## src/rtl/rt_mem_loader.sv

```systemverilog
// Boot loader for racetrack memory port B: streams source words into consecutive word
// addresses, waits for each write completion, then hands port B to the core for fetch.
module rt_mem_loader #(
  parameter int unsigned ADDR_WIDTH  = 22,
  parameter int unsigned FUNCT_WIDTH = 3,
  parameter int unsigned RV_TIMEOUT  = 64
) (
  input  logic                   clk,
  input  logic                   rst_n,
  input  logic                   start_i,
  input  logic [ADDR_WIDTH-1:0]  base_addr_i,
  input  logic [15:0]            num_words_i,
  input  logic                   src_valid_i,
  input  logic [31:0]            src_data_i,
  output logic                   src_ready_o,
  input  logic                   core_en_i,
  input  logic                   core_we_i,
  input  logic [ADDR_WIDTH-1:0]  core_addr_i,
  input  logic [31:0]            core_wdata_i,
  input  logic [3:0]             core_be_i,
  input  logic [FUNCT_WIDTH-1:0] core_funct_i,
  output logic                   core_rvalid_o,
  output logic                   mem_en_o,
  output logic                   mem_we_o,
  output logic [ADDR_WIDTH-1:0]  mem_addr_o,
  output logic [31:0]            mem_wdata_o,
  output logic [3:0]             mem_be_o,
  output logic [FUNCT_WIDTH-1:0] mem_funct_o,
  input  logic                   mem_rvalid_i,
  output logic                   busy_o,
  output logic                   fetch_enable_o,
  output logic                   error_o
);

  localparam int unsigned CntW = $clog2(RV_TIMEOUT + 1);

  typedef enum logic [2:0] {
    StIdle, StFetch, StIssue, StWaitRv, StGap, StDone, StError
  } state_e;

  state_e                state_q, state_d;
  logic [15:0]           idx_q, idx_d;
  logic [15:0]           num_q, num_d;
  logic [ADDR_WIDTH-1:0] base_q, base_d;
  logic [31:0]           data_q, data_d;
  logic [CntW-1:0]       cnt_q, cnt_d;
  logic [ADDR_WIDTH-1:0] wr_addr;

  // Word address wraps modulo 2^ADDR_WIDTH by truncation.
  assign wr_addr = base_q + ADDR_WIDTH'({idx_q, 2'b00});

  // State and datapath registers.
  always_ff @(posedge clk or negedge rst_n) begin
    if (!rst_n) begin
      state_q <= StIdle;
      idx_q   <= '0;
      num_q   <= '0;
      base_q  <= '0;
      data_q  <= '0;
      cnt_q   <= '0;
    end else begin
      state_q <= state_d;
      idx_q   <= idx_d;
      num_q   <= num_d;
      base_q  <= base_d;
      data_q  <= data_d;
      cnt_q   <= cnt_d;
    end
  end

  // Next-state logic; cnt_q counts cycles elapsed since the ISSUE cycle.
  always_comb begin
    state_d = state_q;
    idx_d   = idx_q;
    num_d   = num_q;
    base_d  = base_q;
    data_d  = data_q;
    cnt_d   = cnt_q;
    unique case (state_q)
      StIdle: begin
        if (start_i) begin
          base_d  = base_addr_i;
          num_d   = num_words_i;
          idx_d   = '0;
          state_d = (num_words_i != 16'd0) ? StFetch : StDone;
        end
      end
      StFetch: begin
        if (src_valid_i) begin
          data_d  = src_data_i;
          state_d = StIssue;
        end
      end
      StIssue: begin
        cnt_d   = CntW'(1);
        state_d = StWaitRv;
      end
      StWaitRv: begin
        if (mem_rvalid_i) begin
          state_d = StGap;
        end else if (cnt_q >= CntW'(RV_TIMEOUT - 1)) begin
          state_d = StError;
        end else begin
          cnt_d = cnt_q + CntW'(1);
        end
      end
      StGap: begin
        idx_d   = idx_q + 16'd1;
        state_d = (idx_q + 16'd1 == num_q) ? StDone : StFetch;
      end
      StDone:  state_d = StDone;
      StError: state_d = StError;
      default: state_d = StIdle;
    endcase
  end

  // Output decode; port B belongs to the loader until DONE, then to the core.
  always_comb begin
    src_ready_o    = 1'b0;
    core_rvalid_o  = 1'b0;
    mem_en_o       = 1'b0;
    mem_we_o       = 1'b0;
    mem_addr_o     = '0;
    mem_wdata_o    = '0;
    mem_be_o       = '0;
    mem_funct_o    = '0;
    busy_o         = 1'b0;
    fetch_enable_o = 1'b0;
    error_o        = 1'b0;
    unique case (state_q)
      StFetch: begin
        src_ready_o = 1'b1;
        busy_o      = 1'b1;
      end
      StIssue: begin
        mem_en_o    = 1'b1;
        mem_we_o    = 1'b1;
        mem_be_o    = 4'hF;
        mem_addr_o  = wr_addr;
        mem_wdata_o = data_q;
        busy_o      = 1'b1;
      end
      StWaitRv: begin
        mem_addr_o  = wr_addr;
        mem_wdata_o = data_q;
        busy_o      = 1'b1;
      end
      StGap: busy_o = 1'b1;
      StDone: begin
        fetch_enable_o = 1'b1;
        mem_en_o       = core_en_i;
        mem_we_o       = core_we_i;
        mem_addr_o     = core_addr_i;
        mem_wdata_o    = core_wdata_i;
        mem_be_o       = core_be_i;
        mem_funct_o    = core_funct_i;
        core_rvalid_o  = mem_rvalid_i;
      end
      StError: error_o = 1'b1;
      default: ;
    endcase
  end

endmodule

```

## config.mk

```make
export PLATFORM = sky130hd
export DESIGN_NAME = rt_mem_loader
export DESIGN_NICKNAME = d
export VERILOG_FILES = /design/src/rtl/rt_mem_loader.sv
export SDC_FILE = /design/constraint.sdc
export NUM_CORES = 1
export LEC_CHECK = 0
export ABC_CLOCK_PERIOD_IN_PS = 3600
export CELL_PAD_IN_SITES_DETAIL_PLACEMENT = 1
export CELL_PAD_IN_SITES_GLOBAL_PLACEMENT = 1
export CORE_MARGIN = 10
export CORE_UTILIZATION = 35
export DETAILED_ROUTE_END_ITERATION = 8
export PLACE_DENSITY = 0.82
export SLEW_MARGIN = 20
export SYNTH_ARGS = -nofsm -noshare
export SYNTH_HDL_FRONTEND = slang
export SYNTH_SLANG_ARGS = --single-unit
```

## constraint.sdc

```tcl
create_clock -name clk -period 3.6 [get_ports clk]
set_input_delay 0.72 -clock clk [delete_from_list [all_inputs] [get_ports clk]]
set_output_delay 0.72 -clock clk [all_outputs]
set_load 0.03 [all_outputs]
```

==> metrics.txt <==
Core Footprint roughly 17,000 um^2; Detailed Routing Iterations Pass 1 4; Max Cap Viol 0; CP max stage cell dfrtp_1; top-area cell type share of the netlist area 40.2%; WP data required about 2.9 ns; Seq/Total Area, Yosys between 40% and 50%; EDFF count, synth 0; Avg Inst Size Synth between 10 and 15 um^2; Skew-Pair Late Insertion Delay 0.36 ns; Vias 5,649; DR WL/cell between 20 and 25 um; crit path DAT approximately 2.8 ns; Comb pwr share between 50% and 60%; DP Area between 8000 and 9000 um^2; P_int between 4000 and 5000 uW; fin nets 954; Least-Margin Pin Slew about 0.7 ns; antenna violations before repair 0; Synth area leaders dfrtp_1 40%, mux2_2 13%, a22o_1 5.4%; PortBufs about 210; LEAKAGE 0.00363 uW; fin util a little over half; die height roughly 150 um; power density over the cells 795 nW/um^2; Final Wtd Congestion slightly below 0.9; placed cell count approximately 1,000; Fin Hold WS 0.390 ns; first-pass GRT wire length 35,200 um; CTS tree yes; Post-synth ARST share 100%; P_sw ~3000 uW; gr busiest metal met2; clock share of power between 10% and 20%; syn nets between 700 and 800; Slew headroom 54.3%; DP HPWL approximately 18,000 um; Flop pwr share roughly 27%; top_reg_cell synth dfrtp_1; layout cells sized above 1 roughly a fifth; most frequent cell after synthesis dfrtp_1; kind of critical path reg2out; Starting Density 36.0%; initial DRC count between 200 and 300; Post-route DRC 0; status completed; critical path depth 8; routed wire length around 23,000 um; Filler cells approximately 1,800; top cells by count, synth 96 x dfrtp_1, 69 x mux2_2, 49 x o21ai_0; Die Area around 23,000 um^2; worst vdd ir approximately 0.46 mV; Yosys reg bits 96; Switching Share 42.5%; Hold Buf Count CTS 0; I/O pin count about 210; register area around 2400 um^2; post-route clock period utilization between 90% and 100%; count of final hold-check violations 0; met3 usage 4.23%; Horiz. Die Dim 151 um; met2 Track Usage GR about 35%; Mapped Area between 5000 and 6000 um^2; max-slew violations 0; Antenna Violating Nets Remaining 0; critical path startpoint category flip-flop; Total Routing Usage GR roughly a fifth; Clock Tree Root clkbuf_16; vias in the first global route around 6,100; Worst-path clk slew 0.07 ns; Fmax approximately 280 MHz; minimum clock period roughly 3.5 ns; grt total ovfl 0; CP max FO 3; RSZ-0062 raised after global routing yes; met1 usage between 20% and 30%; Crit path max-delay family compound AO/OA/AOI/OAI gates; CTS buffer count 9; largest net degree at the start of global routing ~50; largest area contributor in the netlist dfrtp_1; final non-filler cell total around 1,000; H-tree depth 3; detail-routed via count per cell about 5.5; Mapped Cells around 590; design area 8860 um^2; Crit. End Element output pin; CP Buf/Inv Count 1; number of setup violations in the final report 0; TritonCTS Sinks between 90 and 100; post-synthesis cell type count between 70 and 80; Multi-input gate area between 3000 and 4000 um^2; Layout area overhead 48.0%; Worst Hold Class in2async; Cell Rows 47; crit path cell chain ha_1 -> and2_4 -> a221o_1 -> o21a_2 -> o31a_1 -> or3_1 -> a32o_2 -> buf_6; r2r worst-path depth 7; CTS Buffer Depth 2; Clock Skews ~0.0058 ns; crit-path max cell delay 0.39 ns; YS warnings 0
-- sequential cells by signal, summed over array words and instances, names as in the netlist --
| register | count |
|---|---|
| data_q | 32 |
| cnt_q | 7 |
| state_q | 3 |
| base_q | 22 |
| num_q | 16 |
| idx_q | 16 |
-- final timing paths --
path                            start        endpoint  slack, ns
min in group clk            base_q[1]       base_q[1]       0.51
max in group asynchronous       rst_n        idx_q[1]       2.32
min reg2reg                 base_q[1]       base_q[1]       0.51
min                             rst_n        idx_q[5]       0.39
max reg2reg                state_q[1]      state_q[2]       0.90
max                         base_q[5]  mem_addr_o[13]       0.05
-- cell type report --
cell class / instances / share of cell area, %
Multi-Input combinational cell: 448 / 39.6
Sequential cell: 96 / 27.2
Timing Repair Buffer: 234 / 26.1
Tap cell: 220 / 3.11
Clock buffer: 11 / 2.74
Clock inverter: 5 / 0.904
Inverter: 8 / 0.339
Antenna cell: 3 / 0.0848
-- worst register-to-register path, cell delays in order, from the launching register on --
cell,delay [ns]
dfrtp_1,0.48
buf_4,0.21
nor2_4,0.17
nand2_2,0.26
a2111oi_0,0.59
o211ai_1,0.27
a2111o_1,0.39
o31ai_2,0.24
-- power by group through the flow --
stage          combinational [uW]  clock, uW  sequential, uW
6_report                     4080       1060            1900
3_5_place_dp                 4010          0            1920
5_1_grt                      4370       1120            1970
2_1_floorplan                2540          0            1770
3_3_place_gp                 3890          0            1880
4_1_cts                      4040       1070            1900
-- metrics by stage --
step | worst slack [ns] | total power [uW] | setup TNS, ns
after floorplan | 0.410 | 4300 | 0
after global placement | 0.167 | 5780 | 0
after detailed placement | 0.0902 | 5920 | 0
after CTS | 0.00674 | 7010 | 0
after global routing | -0.0427 | 7460 | -0.105
final | 0.0511 | 7040 | 0
-- layer usage --
metal / up-vias / share of wire [%]
met3: 22 / 5.3
met4: 0 / 1.2
li1: 2624 / -
met2: 144 / 52
met1: 2859 / 41
met5: - / 0
-- kinds of logic (layout without fill, tap and decap cells) --
family	after synthesis	after routing	share of synthesized area [%]
AOI/OAI and AO/OA	175	175	20.9
and+or+nand+nor	157	157	14.1
DFF	96	96	40.2
muxes	71	71	13.3
buffers and inverters	44	258	3.66
xor gates and xnor gates	26	26	3.81
adders and majority gates	19	19	4.10
other	0	3	0
-- cells in the final DEF (no fill, tap or decap), drive strengths merged, types with 9 or more instances in the layout --
cell | Yosys | layout
o21ai | 50 | 50
clkbuf | 25 | 11
dfrtp | 96 | 96
buf | 11 | 42
a21oi | 21 | 21
and2 | 9 | 9
ha | 18 | 18
nor2 | 34 | 34
mux2 | 70 | 70
nand3 | 13 | 13
a21o | 12 | 12
xnor2 | 14 | 14
nand2 | 41 | 41
clkdlybuf4s50 | 0 | 188
a22o | 37 | 37
xor2 | 12 | 12
nand2b | 10 | 10
-- timing repair --
| item | CTS | global route |
|---|---|---|
| gates resized for setup | 15 | 29 |
| endpoints found under the setup margin | 8 | 9 |
| pin swaps | 0 | 9 |
| buffers inserted | 0 | 3 |
Power figures use the tool's default switching activity.
